==> config.mk <==
export PLATFORM = sky130hd
export DESIGN_NAME = router_nic_port_flat
export DESIGN_NICKNAME = d
export VERILOG_FILES = /design/src/rtl/router_nic_port_pkg.sv /design/src/rtl/router_nic_port_if.sv /design/src/rtl/router_nic_port_vc_slot.sv /design/src/rtl/router_nic_port.sv /design/src/flat_wrapper.sv
export SDC_FILE = /design/constraint.sdc
export NUM_CORES = 1
export LEC_CHECK = 0
export CAP_MARGIN = 0
export CORE_MARGIN = 2
export CORE_UTILIZATION = 49
export DETAILED_ROUTE_END_ITERATION = 8
export PLACE_DENSITY = 0.89
export RECOVER_POWER = 100
export SYNTH_ARGS = -nofsm -noshare
export SYNTH_HDL_FRONTEND = slang
export SYNTH_SLANG_ARGS = --single-unit
export TNS_END_PERCENT = 10
==> constraint.sdc <==
create_clock -name clk -period 1.7 [get_ports clk]
set_clock_uncertainty 0.05 [all_clocks]
set_input_delay 0.255 -clock clk [delete_from_list [all_inputs] [get_ports clk]]
set_output_delay 0.255 -clock clk [all_outputs]
set_load 0.01 [all_outputs]
==> src/rtl/router_nic_port_pkg.sv <==
// Shared NoC constants for the router NIC port: packet width, VC-bit position
// and the two-VC numbering the NIC and router agree on.
package router_nic_port_pkg;

    localparam int NOC_DATA_W = 64;
    localparam int NOC_VC_BIT = NOC_DATA_W - 1;
    localparam int NIC_NUM_VC = 2;

    typedef enum logic {
        VC0 = 1'b0,
        VC1 = 1'b1
    } vc_e;

    // VC carried in the top bit of a packet of the given width.
    function automatic logic pkt_vc(input logic [NOC_DATA_W-1:0] pkt);
        return pkt[NOC_VC_BIT];
    endfunction

endpackage

==> src/rtl/router_nic_port_if.sv <==
// Handshake bundle between the router NIC port and its two neighbours
// (NIC network channel and router switch). slave = port, master = environment.
interface router_nic_port_if
    import router_nic_port_pkg::*;
#(
    parameter int DATA_W = NOC_DATA_W
) ();

    logic              up_si;
    logic              up_ri;
    logic [DATA_W-1:0] up_di;
    logic              dn_so;
    logic              dn_ro;
    logic [DATA_W-1:0] dn_do;
    logic              sw_out_valid;
    logic              sw_out_ready;
    logic [DATA_W-1:0] sw_out_data;
    logic              sw_in_valid;
    logic              sw_in_ready;
    logic [DATA_W-1:0] sw_in_data;

    modport slave (
        input  up_si, up_di, dn_ro, sw_out_ready, sw_in_valid, sw_in_data,
        output up_ri, dn_so, dn_do, sw_out_valid, sw_out_data, sw_in_ready
    );

    modport master (
        output up_si, up_di, dn_ro, sw_out_ready, sw_in_valid, sw_in_data,
        input  up_ri, dn_so, dn_do, sw_out_valid, sw_out_data, sw_in_ready
    );

endinterface

==> src/rtl/router_nic_port_vc_slot.sv <==
// vc_slot: one-entry packet register with a full flag. Data only moves on an
// accepted load; a full slot ignores further loads until cleared.
module router_nic_port_vc_slot
    import router_nic_port_pkg::*;
#(
    parameter int DATA_W = NOC_DATA_W
) (
    input  logic              clk,
    input  logic              reset,
    input  logic              load,
    input  logic              clr,
    input  logic [DATA_W-1:0] d,
    output logic              full,
    output logic [DATA_W-1:0] q
);

    logic              full_q, full_d;
    logic [DATA_W-1:0] data_q, data_d;
    logic              load_ok;

    always_comb begin
        load_ok = load & ~full_q;
        full_d  = full_q;
        data_d  = data_q;
        if (load_ok) begin
            full_d = 1'b1;
            data_d = d;
        end else if (clr) begin
            full_d = 1'b0;
        end
    end

    always_ff @(posedge clk) begin
        if (reset) begin
            full_q <= 1'b0;
            data_q <= '0;
        end else begin
            full_q <= full_d;
            data_q <= data_d;
        end
    end

    assign full = full_q;
    assign q    = data_q;

endmodule

==> src/rtl/router_nic_port.sv <==
// Router NIC port: alternating-VC bridge between a NIC network channel and the
// router switch, one slot per VC per direction, one-cycle crossing latency.
module router_nic_port
    import router_nic_port_pkg::*;
#(
    parameter int DATA_W = NOC_DATA_W
) (
    input  logic                clk,
    input  logic                reset,
    output logic                polarity,
    router_nic_port_if.slave    bus
);

    localparam int VC_BIT = DATA_W - 1;

    logic              polarity_q, polarity_d;
    logic              vc_err_q, vc_err_d;
    logic              ext_vc, int_vc;
    logic [1:0]        in_full, out_full;
    logic [1:0]        in_load, in_clr, out_load, out_clr;
    logic [DATA_W-1:0] in_slot  [2];
    logic [DATA_W-1:0] out_slot [2];

    // External side works on VC !polarity, internal on VC polarity, so the two
    // sides never touch the same slot in one cycle.
    always_comb begin
        polarity_d = ~polarity_q;
        ext_vc     = ~polarity_q;
        int_vc     = polarity_q;
        in_load    = '0;
        in_clr     = '0;
        out_load   = '0;
        out_clr    = '0;
        in_load[ext_vc]  = bus.up_si & ~in_full[ext_vc];
        in_clr[int_vc]   = in_full[int_vc] & bus.sw_out_ready;
        out_load[int_vc] = bus.sw_in_valid & ~out_full[int_vc];
        out_clr[ext_vc]  = out_full[ext_vc] & bus.dn_ro;
        vc_err_d = vc_err_q | (in_load[ext_vc] & (bus.up_di[VC_BIT] != ext_vc));
    end

    always_ff @(posedge clk) begin
        if (reset) begin
            polarity_q <= 1'b0;
            vc_err_q   <= 1'b0;
        end else begin
            polarity_q <= polarity_d;
            vc_err_q   <= vc_err_d;
        end
    end

    for (genvar k = 0; k < 2; k++) begin : g_vc
        router_nic_port_vc_slot #(.DATA_W(DATA_W)) u_in (
            .clk   (clk),
            .reset (reset),
            .load  (in_load[k]),
            .clr   (in_clr[k]),
            .d     (bus.up_di),
            .full  (in_full[k]),
            .q     (in_slot[k])
        );
        router_nic_port_vc_slot #(.DATA_W(DATA_W)) u_out (
            .clk   (clk),
            .reset (reset),
            .load  (out_load[k]),
            .clr   (out_clr[k]),
            .d     (bus.sw_in_data),
            .full  (out_full[k]),
            .q     (out_slot[k])
        );
    end

    assign polarity         = polarity_q;
    assign bus.up_ri        = ~in_full[ext_vc];
    assign bus.sw_out_valid = in_full[int_vc];
    assign bus.sw_out_data  = in_slot[int_vc];
    assign bus.sw_in_ready  = ~out_full[int_vc];
    assign bus.dn_so        = out_full[ext_vc] & bus.dn_ro;
    assign bus.dn_do        = out_slot[ext_vc];

endmodule

==> src/flat_wrapper.sv <==
// flat-port wrapper written by rule: the top's interface ports become plain ports
module router_nic_port_flat import router_nic_port_pkg::*;
#(
    parameter int DATA_W = NOC_DATA_W
)
  (clk, reset, polarity, bus_up_si, bus_up_di, bus_dn_ro, bus_sw_out_ready, bus_sw_in_valid, bus_sw_in_data, bus_up_ri, bus_dn_so, bus_dn_do, bus_sw_out_valid, bus_sw_out_data, bus_sw_in_ready);
  router_nic_port_if #(.DATA_W(DATA_W)) bus_i ();
  input  logic clk;
  input  logic reset;
  output logic polarity;
  input wire logic [$bits(bus_i.up_si)-1:0] bus_up_si;
  input wire logic [$bits(bus_i.up_di)-1:0] bus_up_di;
  input wire logic [$bits(bus_i.dn_ro)-1:0] bus_dn_ro;
  input wire logic [$bits(bus_i.sw_out_ready)-1:0] bus_sw_out_ready;
  input wire logic [$bits(bus_i.sw_in_valid)-1:0] bus_sw_in_valid;
  input wire logic [$bits(bus_i.sw_in_data)-1:0] bus_sw_in_data;
  output wire logic [$bits(bus_i.up_ri)-1:0] bus_up_ri;
  output wire logic [$bits(bus_i.dn_so)-1:0] bus_dn_so;
  output wire logic [$bits(bus_i.dn_do)-1:0] bus_dn_do;
  output wire logic [$bits(bus_i.sw_out_valid)-1:0] bus_sw_out_valid;
  output wire logic [$bits(bus_i.sw_out_data)-1:0] bus_sw_out_data;
  output wire logic [$bits(bus_i.sw_in_ready)-1:0] bus_sw_in_ready;
  assign bus_i.up_si = bus_up_si;
  assign bus_i.up_di = bus_up_di;
  assign bus_i.dn_ro = bus_dn_ro;
  assign bus_i.sw_out_ready = bus_sw_out_ready;
  assign bus_i.sw_in_valid = bus_sw_in_valid;
  assign bus_i.sw_in_data = bus_sw_in_data;
  assign bus_up_ri = bus_i.up_ri;
  assign bus_dn_so = bus_i.dn_so;
  assign bus_dn_do = bus_i.dn_do;
  assign bus_sw_out_valid = bus_i.sw_out_valid;
  assign bus_sw_out_data = bus_i.sw_out_data;
  assign bus_sw_in_ready = bus_i.sw_in_ready;
  router_nic_port #(.DATA_W(DATA_W)) u_core (.clk(clk), .reset(reset), .polarity(polarity), .bus(bus_i));
endmodule
==> results by group, run 1 <==
Synth
  – Synth top area share: 48.7%
  – Most frequent cell after synthesis: nand2_1
  – Number of enable flip-flop cells after synthesis: 0
  – Mapped cell area: 10,700 um^2
  – Synth area leader: dfxtp_1
  – Yosys warns: 0
  – Synth cell count leaders: nand2_1 (516), dfxtp_1 (261), a21oi_1 (260), mux2_2 (129), buf_2 (35)
  – Synth Flop Type: dfxtp_1
  – Async SR Flop Fraction: 0%
  – Top cells by area, synth: dfxtp_1 (49%), nand2_1 (18%), mux2_2 (14%)
  – Yosys cell types: 18
  – Seq cells post-synth: 261
  – Syn_nets: 1,422
  – Sequential share of the synthesized area: 48.7%
  – Cell count after synthesis: 1,288
  – Mean Syn Cell Area: 8.33 um^2

Placement
  – Post-DP HPWL: 19,200 um
  – Placed inst area: 13,600 um^2
  – Gpl congestion: 0.783
  – PortBufs: 266
  – Placed cells: 1,768

GRT
  – Initial antenna violation count: 0
  – Pin count of the biggest net entering global routing: 71
  – First-pass GRT wire length: 53,300 um
  – Number of global-route vias before repair: 10,500
  – Overall Global Routing Usage: 27.8%
  – Grt ovf: 0

STA
  – Max-slew violation total from the final report: 0
  – RSZ-0062 raised after global routing: yes
  – Setup ws final: -0.475 ns
  – Fmax: 460 MHz
  – Final Setup Violations: 389
  – Slew @ Worst Pin: 0.404 ns
  – Setup TNS: -84.11 ns
  – Hold Worst Slack: 0.235 ns
  – Final Critical Period: 2.17 ns
  – Final Hold Fails: 0
  – Final Cycle Share: 128%
  – Rel. slew slack: 73.0%

Cells and area
  – Layout cells sized above 1: 30.2%
  – Design area: 16,000 um^2
  – Cell Count, Final, Fillers Out: 1,855
  – Final net count: 1,688
  – Area grow syn2layout: 48.7%
  – # diodes: 0

Clocking
  – Worst-skew pair later-pin latency: 0.54 ns
  – H-Tree Depth: 1
  – Max clock buf depth: 3
  – CTS tree: built
  – TritonCTS Sinks: 261
  – CTS root buf: clkbuf_16
  – Clk slew on worst S/H paths: 0.06 ns
  – Num CTS Buffers: 28

Worst setup path
  – Crit path cell chain: buf_6, buf_8, buf_12, buf_16, mux2_4, buf_6
  – CP required: 1.39 ns
  – Slowest CP cell: dfxtp_4
  – CP arrival: 1.87 ns
  – Worst path most repeated cell: buf_6
  – Worst path buffer plus inverter count: 5
  – Reg2Reg Setup Slack: -0.38 ns
  – CP endpoint kind: primary output
  – Crit Path Category: flop to primary output
  – Crit path max-delay family: buffers and inverters
  – Crit-path max FO: 4
  – Critical path launch point type: flop
  – Critical Path Max Stage Delay: 0.37 ns

Route
  – Routed WL: 36,400 um
  – Vias per cell: 5.60
  – Drt drc: 0
  – Iter 0 DRT Violations: 699
  – Detailed Routing Iterations Pass 1: 5
  – DR WL/cell: 19.6 um
  – Routed Antenna Nets: 0
  – Vias post-DR: 10,400

Power
  – Combinational power share: 17.2%
  – Peak VDD IR: 0.853 mV
  – Pint: 11.4 mW
  – Reg power frac: 43.0%
  – Clk pwr share: 39.9%
  – Net Switching: 4.01 mW
  – Switching Fraction: 26.0%
  – Pwr Density: 967 nW/um^2
  – Pleak: 6.26 nW

Die
  – Num rows: 54
  – Die Y: 152 um
  – Ports: 267
  – Starting Density: 49.5%
  – DIE AREA: 23,100 um^2
  – Die X-Extent: 152 um
  – Core box area: 21,700 um^2

Status
  – Failing checks: negative setup slack
  – Outcome: complete, but fails checks

Flow run
  – Max-cap viol count: 0

Min path
  – Hold Crit Class: primary input to flop
==> cell families (layout without fill, tap and decap cells) <==
| family | Yosys count | in the layout | share of synthesized area, % |
|---|---|---|---|
| mux | 132 | 132 | 13.8 |
| simple gates | 530 | 530 | 19.0 |
| flops | 261 | 261 | 48.7 |
| compound gates | 262 | 262 | 12.2 |
| buf+inv | 103 | 390 | 6.25 |
==> metrics by stage <==
step | util, % | worst slack [ns] | total power [mW]
floorplan | - | 0.127 | 7.81
global placement | 62.9 | -0.164 | 8.77
detailed placement | 62.9 | -0.197 | 8.83
CTS | 71.0 | -0.515 | 15.2
global route | 73.5 | -0.514 | 15.9
finish | 73.5 | -0.475 | 15.4
==> metal layers <==
| metal | up-vias | share of wire, % | global-route usage, % |
|---|---|---|---|
| met5 | - | 0 | 0 |
| met2 | 497 | 51 | 50.0 |
| met3 | 115 | 7.4 | 6.62 |
| li1 | 4757 | - | - |
| met4 | 0 | 3.8 | 10.3 |
| met1 | 5017 | 38 | 32.2 |
==> cell usage in the layout (no fill, tap or decap), types with 2 or more instances in the layout <==
cell type / count
buf_16: 6
clkbuf_16: 29
o21ai_0: 2
mux2_4: 87
nor3b_4: 2
mux2i_1: 2
buf_6: 116
nand2_1: 505
nand2_2: 11
buf_4: 16
or3b_4: 2
buf_12: 34
buf_2: 13
clkinvlp_4: 3
clkdlybuf4s50_1: 132
nand3b_1: 2
nor2_1: 4
clkbuf_1: 4
bufinv_16: 2
a21oi_2: 88
dfxtp_1: 260
clkinv_2: 6
mux2_2: 42
a21oi_1: 172
and3b_2: 2
clkbuf_8: 6
nor2b_1: 2
inv_1: 2
buf_8: 5
dlygate4sd2_1: 12
==> final cells by class <==
cell class / instances / area [um^2]
multi-input combinational: 924 / 5550
sequential: 261 / 5230
clock inverter: 13 / 138
timing repair buffer: 337 / 3880
tap: 280 / 350
fill: 1388 / 5740
inverter: 2 / 7.51
clock buffer: 38 / 798
==> tightest hold or removal path: stages <==
cell and delay (ns):
clkdlybuf4s50_1 0.42, nand2_1 0.06, a21oi_1 0.05
==> worst paths after layout <==
| path | endpoint | startpoint | cells past startpoint |
|---|---|---|---|
| max reg2reg | u_core.g_vc[1].u_in.q[27] | u_core.polarity | 9 |
| max | bus_dn_do[43] | u_core.polarity | 6 |
| min | u_core.g_vc[0].u_out.q[62] | bus_sw_in_data[62] | 3 |
| min reg2reg | u_core.g_vc[1].u_out.q[28] | u_core.g_vc[1].u_out.q[28] | 2 |
==> power groups by stage <==
stage / clock network, mW / registers [mW] / logic, mW
final: 6.15 / 6.63 / 2.65
after global placement: 0 / 6.70 / 2.06
after floorplan: 0 / 6.66 / 1.14
after global routing: 6.45 / 6.65 / 2.80
after detailed placement: 0 / 6.73 / 2.10
after CTS: 6.21 / 6.60 / 2.43
==> timing repair <==
action | CTS | global route
hold buffers | 1 | 0
buffers inserted | 19 | 11
setup endpoints to repair | 140 | 389
hold endpoints to repair | 8 | 0
gates cloned | 11 | 1
pin swaps | 57 | 18
resized for setup | 659 | 178
==> state kept, by name (all words and copies together) (netlist names) <==
name	flops
u_core.g_vc.u_in.full	2
u_core.g_vc.u_out.q	128
u_core.polarity	1
u_core.g_vc.u_in.q	128
u_core.g_vc.u_out.full	2
(Power assumes the default switching activity.)
==> run 2: changes to the inputs <==
--- a/config.mk
+++ b/config.mk
@@ -7,9 +7,9 @@
 export LEC_CHECK = 0
 export CAP_MARGIN = 0
 export CORE_MARGIN = 2
-export CORE_UTILIZATION = 49
+export CORE_UTILIZATION = 40
 export DETAILED_ROUTE_END_ITERATION = 8
-export PLACE_DENSITY = 0.89
+export PLACE_DENSITY = 0.76
 export RECOVER_POWER = 100
 export SYNTH_ARGS = -nofsm -noshare
 export SYNTH_HDL_FRONTEND = slang
==> run 2 against run 1 <==
The run still ends with negative setup slack left; hold slack got worse by 0.21 ns; global-route usage decreased by 6.7 points; die area up 22%; combinational power is 3% lower; via count decreased by 4.1%; fmax is 1.1% higher; sequential power barely moved; total power is 0.13% lower; clock-buffer cell count increased by 3; sequential share of layout area is 0.090 points higher; register-to-register slack better by 0.21 ns; highest routed layer is now met5.
==> results by group, run 2 (same netlist as run 1, synthesis figures left out) <==
Status
  – Outcome: complete, but fails checks
  – Failing checks: negative setup slack

Worst setup path
  – Crit-path max FO: 6 (+2)
  – Critical path launch point type: flop
  – CP endpoint kind: primary output
  – Crit Path Category: flop to primary output
  – CP required: 1.39 ns (about the same)
  – CP arrival: 1.85 ns (-0.02 ns)

Placement
  – Gpl congestion: 0.786 (+0.38%)
  – Post-DP HPWL: 19,700 um (+2.6%)
  – Placed cells: 1,837 (+3.9%)
  – Worst slack, placed: -0.167 ns (+0.0304 ns)
  – PortBufs: 266 (unchanged)
  – Placed inst area: 13,900 um^2 (+1.7%)

Clocking
  – TritonCTS Sinks: 261 (unchanged)
  – H-Tree Depth: 1 (unchanged)
  – CTS root buf: clkbuf_16
  – Worst-skew pair later-pin latency: 0.55 ns (about the same)
  – Clk slew on worst S/H paths: 0.06 ns (about the same)
  – Cts hold-fix bufs: 0 (-1)
  – Max clock buf depth: 3 (unchanged)
  – CTS tree: built
  – Num CTS Buffers: 28 (unchanged)

Cells and area
  – Design area: 15,900 um^2 (-0.27%)
  – # diodes: 0 (unchanged)
  – Cell Count, Final, Fillers Out: 1,918 (+3.4%)
  – Layout cells sized above 1: 30.7% (+0.54 points)
  – Area grow syn2layout: 48.3%
  – Final Util: 60.7% (-13 points)
  – Final net count: 1,698 (+0.59%)
  – Most common cell after layout, fill and taps aside: nand2_1
  – Most frequent cells in the layout: nand2_1 (510), dfxtp_1 (260), a21oi_1 (176)

Route
  – Detailed Routing Iterations Pass 1: 5 (unchanged)
  – Routed Antenna Nets: 0 (unchanged)
  – Vias per cell: 5.19 (-7.3%)
  – Drt drc: 0 (unchanged)
  – Routed WL: 33,300 um (-8.3%)
  – Iter 0 DRT Violations: 701 (+0.29%)
  – DR WL/cell: 17.4 um (-11%)
  – Vias post-DR: 9,960 (-4.1%)

Power
  – Peak VDD IR: 0.818 mV (-4.1%)
  – Tot Pwr: 15.4 mW (-0.13%)
  – Pwr Density: 968 nW/um^2 (+0.15%)
  – Pleak: 6.27 nW (+0.16%)

Die
  – Num rows: 59 (+9.3%)
  – Die X-Extent: 168 um (+10%)
  – Die Y: 168 um (+10%)
  – Core box area: 26,200 um^2 (+21%)
  – Starting Density: 40.9% (-8.5 points)
  – Ports: 267 (unchanged)
  – DIE AREA: 28,100 um^2 (+22%)

STA
  – Hold Worst Slack: 0.0236 ns (-0.211 ns)
  – Fmax: 465 MHz (+1.1%)
  – Max-slew violation total from the final report: 0 (unchanged)
  – Setup TNS: -62.20 ns (+21.92 ns)
  – Final Hold Fails: 0 (unchanged)
  – Slew @ Worst Pin: 0.433 ns (+0.0285 ns)
  – Final Setup Violations: 318 (-18%)
  – Final Critical Period: 2.15 ns (-0.0232 ns)
  – RSZ-0062 raised after global routing: yes
  – Final Cycle Share: 127% (-1.4 points)
  – Setup ws final: -0.451 ns (+0.0232 ns)
  – Rel. slew slack: 71.1% (-1.9 points)

GRT
  – Number of global-route vias before repair: 9,707 (-7.3%)
  – Grt ovf: 0 (unchanged)
  – First-pass GRT wire length: 49,300 um (-7.4%)
  – Overall Global Routing Usage: 21.2% (-6.7 points)
  – Pin count of the biggest net entering global routing: 65 (-8.5%)
  – Initial antenna violation count: 1 (+1)

Flow run
  – Max-cap viol count: 0 (unchanged)

Min path
  – Hold Crit Class: primary input to flop
-- run 2: cell types whose count changed in the layout (fill, tap and decap cells not counted), sizes merged --
cell / before / now
dlygate4sd2: 12 / 0
clkinvlp: 3 / 0
buf: 190 / 187
dlygate4sd3: 1 / 0
clkinv: 7 / 5
clkbuf: 40 / 69
-- run 2: area by class of cell --
| class | count | area, um^2 |
|---|---|---|
| Clock buffer | 41 | 830 |
| Clock inverter | 8 | 121 |
| Fill cell | 2168 | 10300 |
| Inverter | 2 | 7.51 |
| Multi-Input combinational cell | 924 | 5520 |
| Sequential cell | 261 | 5230 |
| Tap cell | 335 | 419 |
| Timing Repair Buffer | 347 | 3780 |
-- run 2: worst max-delay path: stages (launching register included) --
cell and delay, ns:
dfxtp_4 0.42, buf_12 0.13, buf_12 0.13, clkbuf_16 0.16, mux2_4 0.32, buf_6 0.12
-- run 2: path summary, 6_finish.rpt --
kind / start / to / slack (ns) / cells past startpoint
worst max-delay path: u_core.polarity / bus_dn_do[24] / -0.45 / 5
worst min-delay path: reset / u_core.g_vc[0].u_out.q[58] / 0.02 / 2
worst max register to register: u_core.polarity / u_core.g_vc[1].u_in.q[5] / -0.17 / 7
worst min register to register: u_core.g_vc[0].u_out.q[12] / u_core.g_vc[0].u_out.q[12] / 0.40 / 2
-- run 2: report_power, final --
part	internal, mW	total, mW	switching [mW]	leakage, nW
Clock	3.69	6.22	2.53	0.470
Sequential	6.43	6.62	0.190	2.13
Combinational	1.36	2.56	1.20	3.67
-- run 2: what timing repair did --
action,4_1_cts,5_1_grt
resized for setup,347,453
cloned,3,11
buffers inserted,9,13
endpoints found under the setup margin,214,325
pin swaps,1,15
-- run 2: metal layers --
metal / vias to the layer above / part of all wire (%) / wire length [um] / track usage [%]
li1: 4770 / - / - / -
met1: 4740 / 42 / 14000 / 26.0
met2: 390 / 48 / 16100 / 37.2
met3: 58 / 7.5 / 2510 / 4.87
met4: 2 / 2.2 / 737 / 5.86
met5: - / 0.048 / 16 / 0
==> variant 1: new RTL, settings of run 2 <==
Take the reset off `data_q` and load it in a clocked block of its own.
--- a/src/rtl/router_nic_port_vc_slot.sv
+++ b/src/rtl/router_nic_port_vc_slot.sv
@@ -33,11 +33,13 @@
     always_ff @(posedge clk) begin
         if (reset) begin
             full_q <= 1'b0;
-            data_q <= '0;
         end else begin
             full_q <= full_d;
-            data_q <= data_d;
         end
+    end
+
+    always_ff @(posedge clk) begin
+        data_q <= data_d;
     end
 
     assign full = full_q;
Check against the original RTL: not equivalent (Yosys sat finds a counterexample within 4 cycles, from zero or initial values and one cycle with reset high).
==> variant 1 against run 2 <==
  * The run still ends with setup timing left
  * Routed wire length down 36%
  * Sequential power increased by 14%
  * First-iteration DRC count shrank 67%
  * Worst setup slack worse by 5.7 ps
  * Final area decreased by 9.2%
  * Critical path depth increased by 1
  * Sequential cell count unchanged
  * Area after synthesis down 8.3%
  * Power fell by 3.6%
  * Critical endpoint is now bus_dn_do[3]
==> variant 1: results (changes against run 2) <==
metric	value	unit	change
outcome	complete, but fails checks		unchanged
violations	setup timing		unchanged
setup_violations	133		was 318
tns	-44110	ps	was -62,200 ps
top_layer_used	met5		unchanged
grt_pass1_wl	32300	um	was 49,300 um
cts_setup_buffers	6		was 9
vias	5172		was 9,960
synth.yosys.seq_area_share	79.2	%	was 48.7%
synth_area_leaders	edfxtp_1, mux2_4, mux2_2		was dfxtp_1, nand2_1, mux2_2
dr_wl_met3	1950	um	was 2510 um
drtIter0Drc	228		was 701
cts-resized-gates	588		was 347
grt_usage	16.2	%	was 21.2%
synthTopCellsByCount	edfxtp_1, mux2_4, mux2_2		was nand2_1, dfxtp_1, a21oi_1
ir_worst_vdd	886	uV	was 818 uV
placed_cell_area	13300	sq um	was 13,900 sq um
cp_max_fo	7		was 6
layout-drive-gt1-share	43.5	%	was 30.7%
dr_wl_met2	10900	um	was 16,100 um
synthMuxAreaShare	18.2	%	was 13.8%
timing.slew.headroom	82.8	%	was 71.1%
setup_ws	-457	ps	was -451 ps
dpl.hpwl	14600	um	was 19,700 um
wl_met1	7970	um	was 14,000 um
clkLatencyLatePin	520	ps	was 550 ps
routedWlPerCell	19.3	um	was 17.4 um
cts_made_buffers	28		unchanged
p_leak	5.49	nW	was 6.27 nW
final_nets	893		was 1,698
swShare	21.4	%	was 25.5%
grt_max_degree	42		was 65
synth_nets	563		was 1,422
antenna_found_initial	6		was 1
fillers	1767		was 2,168
synth_enable_flop_cells	256		was 0
yosysUniqueCellTypes	15		was 18
grt_pass1_vias	5707		was 9,707
synth-compound-area-share	0.432	%	was 12.2%
routabilityCongestion	0.828		was 0.786
variant 1: layout make-up:
cell class	count	area, sq um	area share (%)
Clock buffer	36	752	5.20
Antenna cell	4	10.0	0.0693
Clock inverter	14	71.3	0.494
Timing Repair Buffer	316	3350	23.2
Sequential cell	261	7790	53.9
Tap cell	324	405	2.81
Multi-Input combinational cell	152	2060	14.3
variant 1: through the flow:
stage                     hold slack [ps]  std cells  power (mW)  util [%]
final                                 328       1107        14.9      59.6
after global routing                  297       1107        15.4      59.6
after CTS                             229       1099        15.1      59.2
after detailed placement              488       1040        9.53      54.9
after floorplan                       264        429        8.42         -
after global placement                465       1040        9.46      54.9
variant 1: layer usage:
metal / vias up / GRT usage [%]
met5: - / 0
met2: 241 / 29.2
met1: 2516 / 18.3
li1: 2377 / -
met3: 34 / 5.94
met4: 4 / 3.90
variant 1: path summary, 6_finish.rpt:
| check | start | endpoint | slack (ps) | depth (start not counted) |
|---|---|---|---|---|
| worst min register to register | u_core.g_vc[1].u_out.full | u_core.g_vc[1].u_out.full | 510 | 2 |
| worst min-delay path | bus_sw_in_data[17] | u_core.g_vc[0].u_out.q[17] | 330 | 1 |
| worst max register to register | u_core.polarity | u_core.g_vc[0].u_out.q[6] | 100 | 5 |
| worst max-delay path | u_core.polarity | bus_dn_do[3] | -460 | 6 |
variant 1: worst max-delay path: stages, from the launching register on:
cell	delay, ps
dfxtp_4	350
buf_12	140
buf_12	150
buf_16	140
buf_4	130
mux2_4	290
buf_6	120
variant 1: power by group through the flow:
stage               logic (mW)  clock network, mW  registers [mW]
floorplan                0.777                  0            7.64
global placement          1.81                  0            7.65
detailed placement        1.86                  0            7.67
CTS                       1.96               5.59            7.54
global route              2.01               5.83            7.56
finish                    1.90               5.42            7.54
==> variant 2: new RTL, settings of run 2 <==
Made on the original files. Set the package constant `NOC_DATA_W` to 128 (it was 64).
--- a/src/rtl/router_nic_port_pkg.sv
+++ b/src/rtl/router_nic_port_pkg.sv
@@ -2,7 +2,7 @@
 // and the two-VC numbering the NIC and router agree on.
 package router_nic_port_pkg;
 
-    localparam int NOC_DATA_W = 64;
+    localparam int NOC_DATA_W = 128;
     localparam int NOC_VC_BIT = NOC_DATA_W - 1;
     localparam int NIC_NUM_VC = 2;
 
Interface: changed (resized bus_dn_do, bus_sw_in_data, bus_sw_out_data and bus_up_di); port bits go from 267 to 523. The function was not compared with the original's and may differ.
==> variant 2 against run 2 <==
  * The flow still finishes with violations (setup timing)
  * Critical endpoint is now bus_dn_do[78]
  * Synthesized cell count rose by 97%
  * Routed wire length rose by 98%
  * Sequential share of layout area increased by 1.5 points
  * Fmax fell by 14%
  * Highest routed layer is now met4
  * Critical path type unchanged
  * Sequential cell count grew 256
  * Combinational power rose by 80%
  * Worst setup slack worse by 350 ps
  * Power up 95%
  * Area after synthesis rose by 98%
  * Final area rose by 89%
==> variant 2: results (changes against run 2) <==
metric	value	unit	change
outcome	complete, but fails checks		unchanged
violations	setup timing		unchanged
ir_worst_vdd	713	uV	was 818 uV
routabilityCongestion	0.886		was 0.786
vias	19600		was 9,960
grt_usage	22.3	%	was 21.2%
io_buffers	522		was 266
tns	-209740	ps	was -62,200 ps
setup_ws	-804	ps	was -451 ps
cts_made_buffers	55		was 28
setup_violations	751		was 318
dpl.hpwl	43800	um	was 19,700 um
grt_max_degree	104		was 65
fillers	4557		was 2,168
min_from	bus_up_di[47]		was reset
synth_area_leaders	dfxtp_1, nand2_1, mux2_2		unchanged
antenna_found_initial	8		was 1
clkLatencyLatePin	600	ps	was 550 ps
grt_pass1_vias	18800		was 9,707
layout.cells.non_filler	3839		was 1,918
synthTopCellsByCount	nand2_1, dfxtp_1, a21oi_1		unchanged
synth_cells	2539		was 1,288
swShare	25.0	%	was 25.5%
synth-compound-area-share	12.2	%	about the same
cts.htree.levels	2		was 1
placed_cell_area	27700	sq um	was 13,900 sq um
cp_max_fo	15		was 6
synth.yosys.seq_area_share	48.7	%	about the same
synthMuxAreaShare	13.7	%	was 13.8%
r2r_end	u_core.g_vc[0].u_out.q[115]		was u_core.g_vc[1].u_in.q[5]
dp.cells	3676		was 1,837
worstHoldPathCells	3		was 2
whs	176	ps	was 23.6 ps
cts_root_buf	clkbuf_16		unchanged
holdPathEnd	u_core.g_vc[1].u_in.q[47]		was u_core.g_vc[0].u_out.q[58]
final_nets	3360		was 1,698
p_leak	12.5	nW	was 6.27 nW
grt_pass1_wl	101000	um	was 49,300 um
worst_slew_pin_slew	732	ps	was 433 ps
min_path_type	in2reg		unchanged
drtIter0Drc	1160		was 701
layout-drive-gt1-share	21.7	%	was 30.7%
finalWirelength	66100	um	was 33,300 um
dp_slack	-261	ps	was -167 ps
[variant 2: layout make-up]
type | count | area share (%)
antenna | 8 | 0.0664
sequential | 517 | 34.4
clock inverter | 20 | 0.835
inverter | 2 | 0.0249
timing repair buffer | 702 | 24.2
tap | 688 | 2.86
multi-input combinational | 1820 | 32.3
clock buffer | 82 | 5.41
[variant 2: per-layer routing]
layer | GRT usage (%) | share of wire (%) | up-vias
met3 | 4.92 | 7.3 | 173
met1 | 27.7 | 40 | 9242
met2 | 36.7 | 48 | 737
met5 | 0 | 0 | -
met4 | 10.8 | 4.6 | 0
li1 | - | - | 9461
[variant 2: worst max-delay path, stage by stage (launching register included)]
cell,delay (ps)
dfxtp_4,420
buf_12,170
buf_4,170
mux2_2,350
clkdlybuf4s50_1,480
[variant 2: worst max path at each step]
stage | from | endpoint | slack, ps | cells past startpoint
CTS | u_core.polarity | bus_sw_out_data[47] | -890 | 4
finish | u_core.polarity | bus_dn_do[78] | -800 | 4
detailed placement | u_core.polarity | bus_dn_do[20] | -260 | 4
global route | u_core.polarity | bus_sw_out_data[25] | -870 | 4
floorplan | u_core.polarity | bus_dn_do[0] | 60 | 4
global placement | u_core.polarity | bus_dn_do[20] | -260 | 4
[variant 2: per-stage QoR]
stage	util, %	power, mW
after floorplan	-	15.5
after global placement	52.7	17.7
after detailed placement	52.7	17.7
after CTS	56.9	30.1
after global routing	57.3	31.1
final	57.3	30.0
[variant 2: logic make-up (layout without fill, tap and decap cells)]
kind of cell	count (synthesis)	count (layout)
and+or+nand+nor	1042	1042
AOI/OAI and AO/OA	518	518
DFF	517	517
muxes	260	260
buffers and inverters	202	806
other	0	8
[variant 2: power groups by stage]
| stage | registers (mW) | clock network (mW) | logic [mW] |
|---|---|---|---|
| after floorplan | 13.2 | 0 | 2.27 |
| after global placement | 13.3 | 0 | 4.36 |
| after detailed placement | 13.3 | 0 | 4.41 |
| after CTS | 13.1 | 12.6 | 4.52 |
| after global routing | 13.1 | 13.1 | 4.92 |
| final | 13.1 | 12.4 | 4.60 |
[variant 2: repair_timing]
item,in CTS,in global routing
buffers inserted,21,23
gates resized for setup,560,157
endpoints found under the setup margin,529,719
hold endpoints to repair,12,0
hold buffers,1,0
gates cloned,3,5
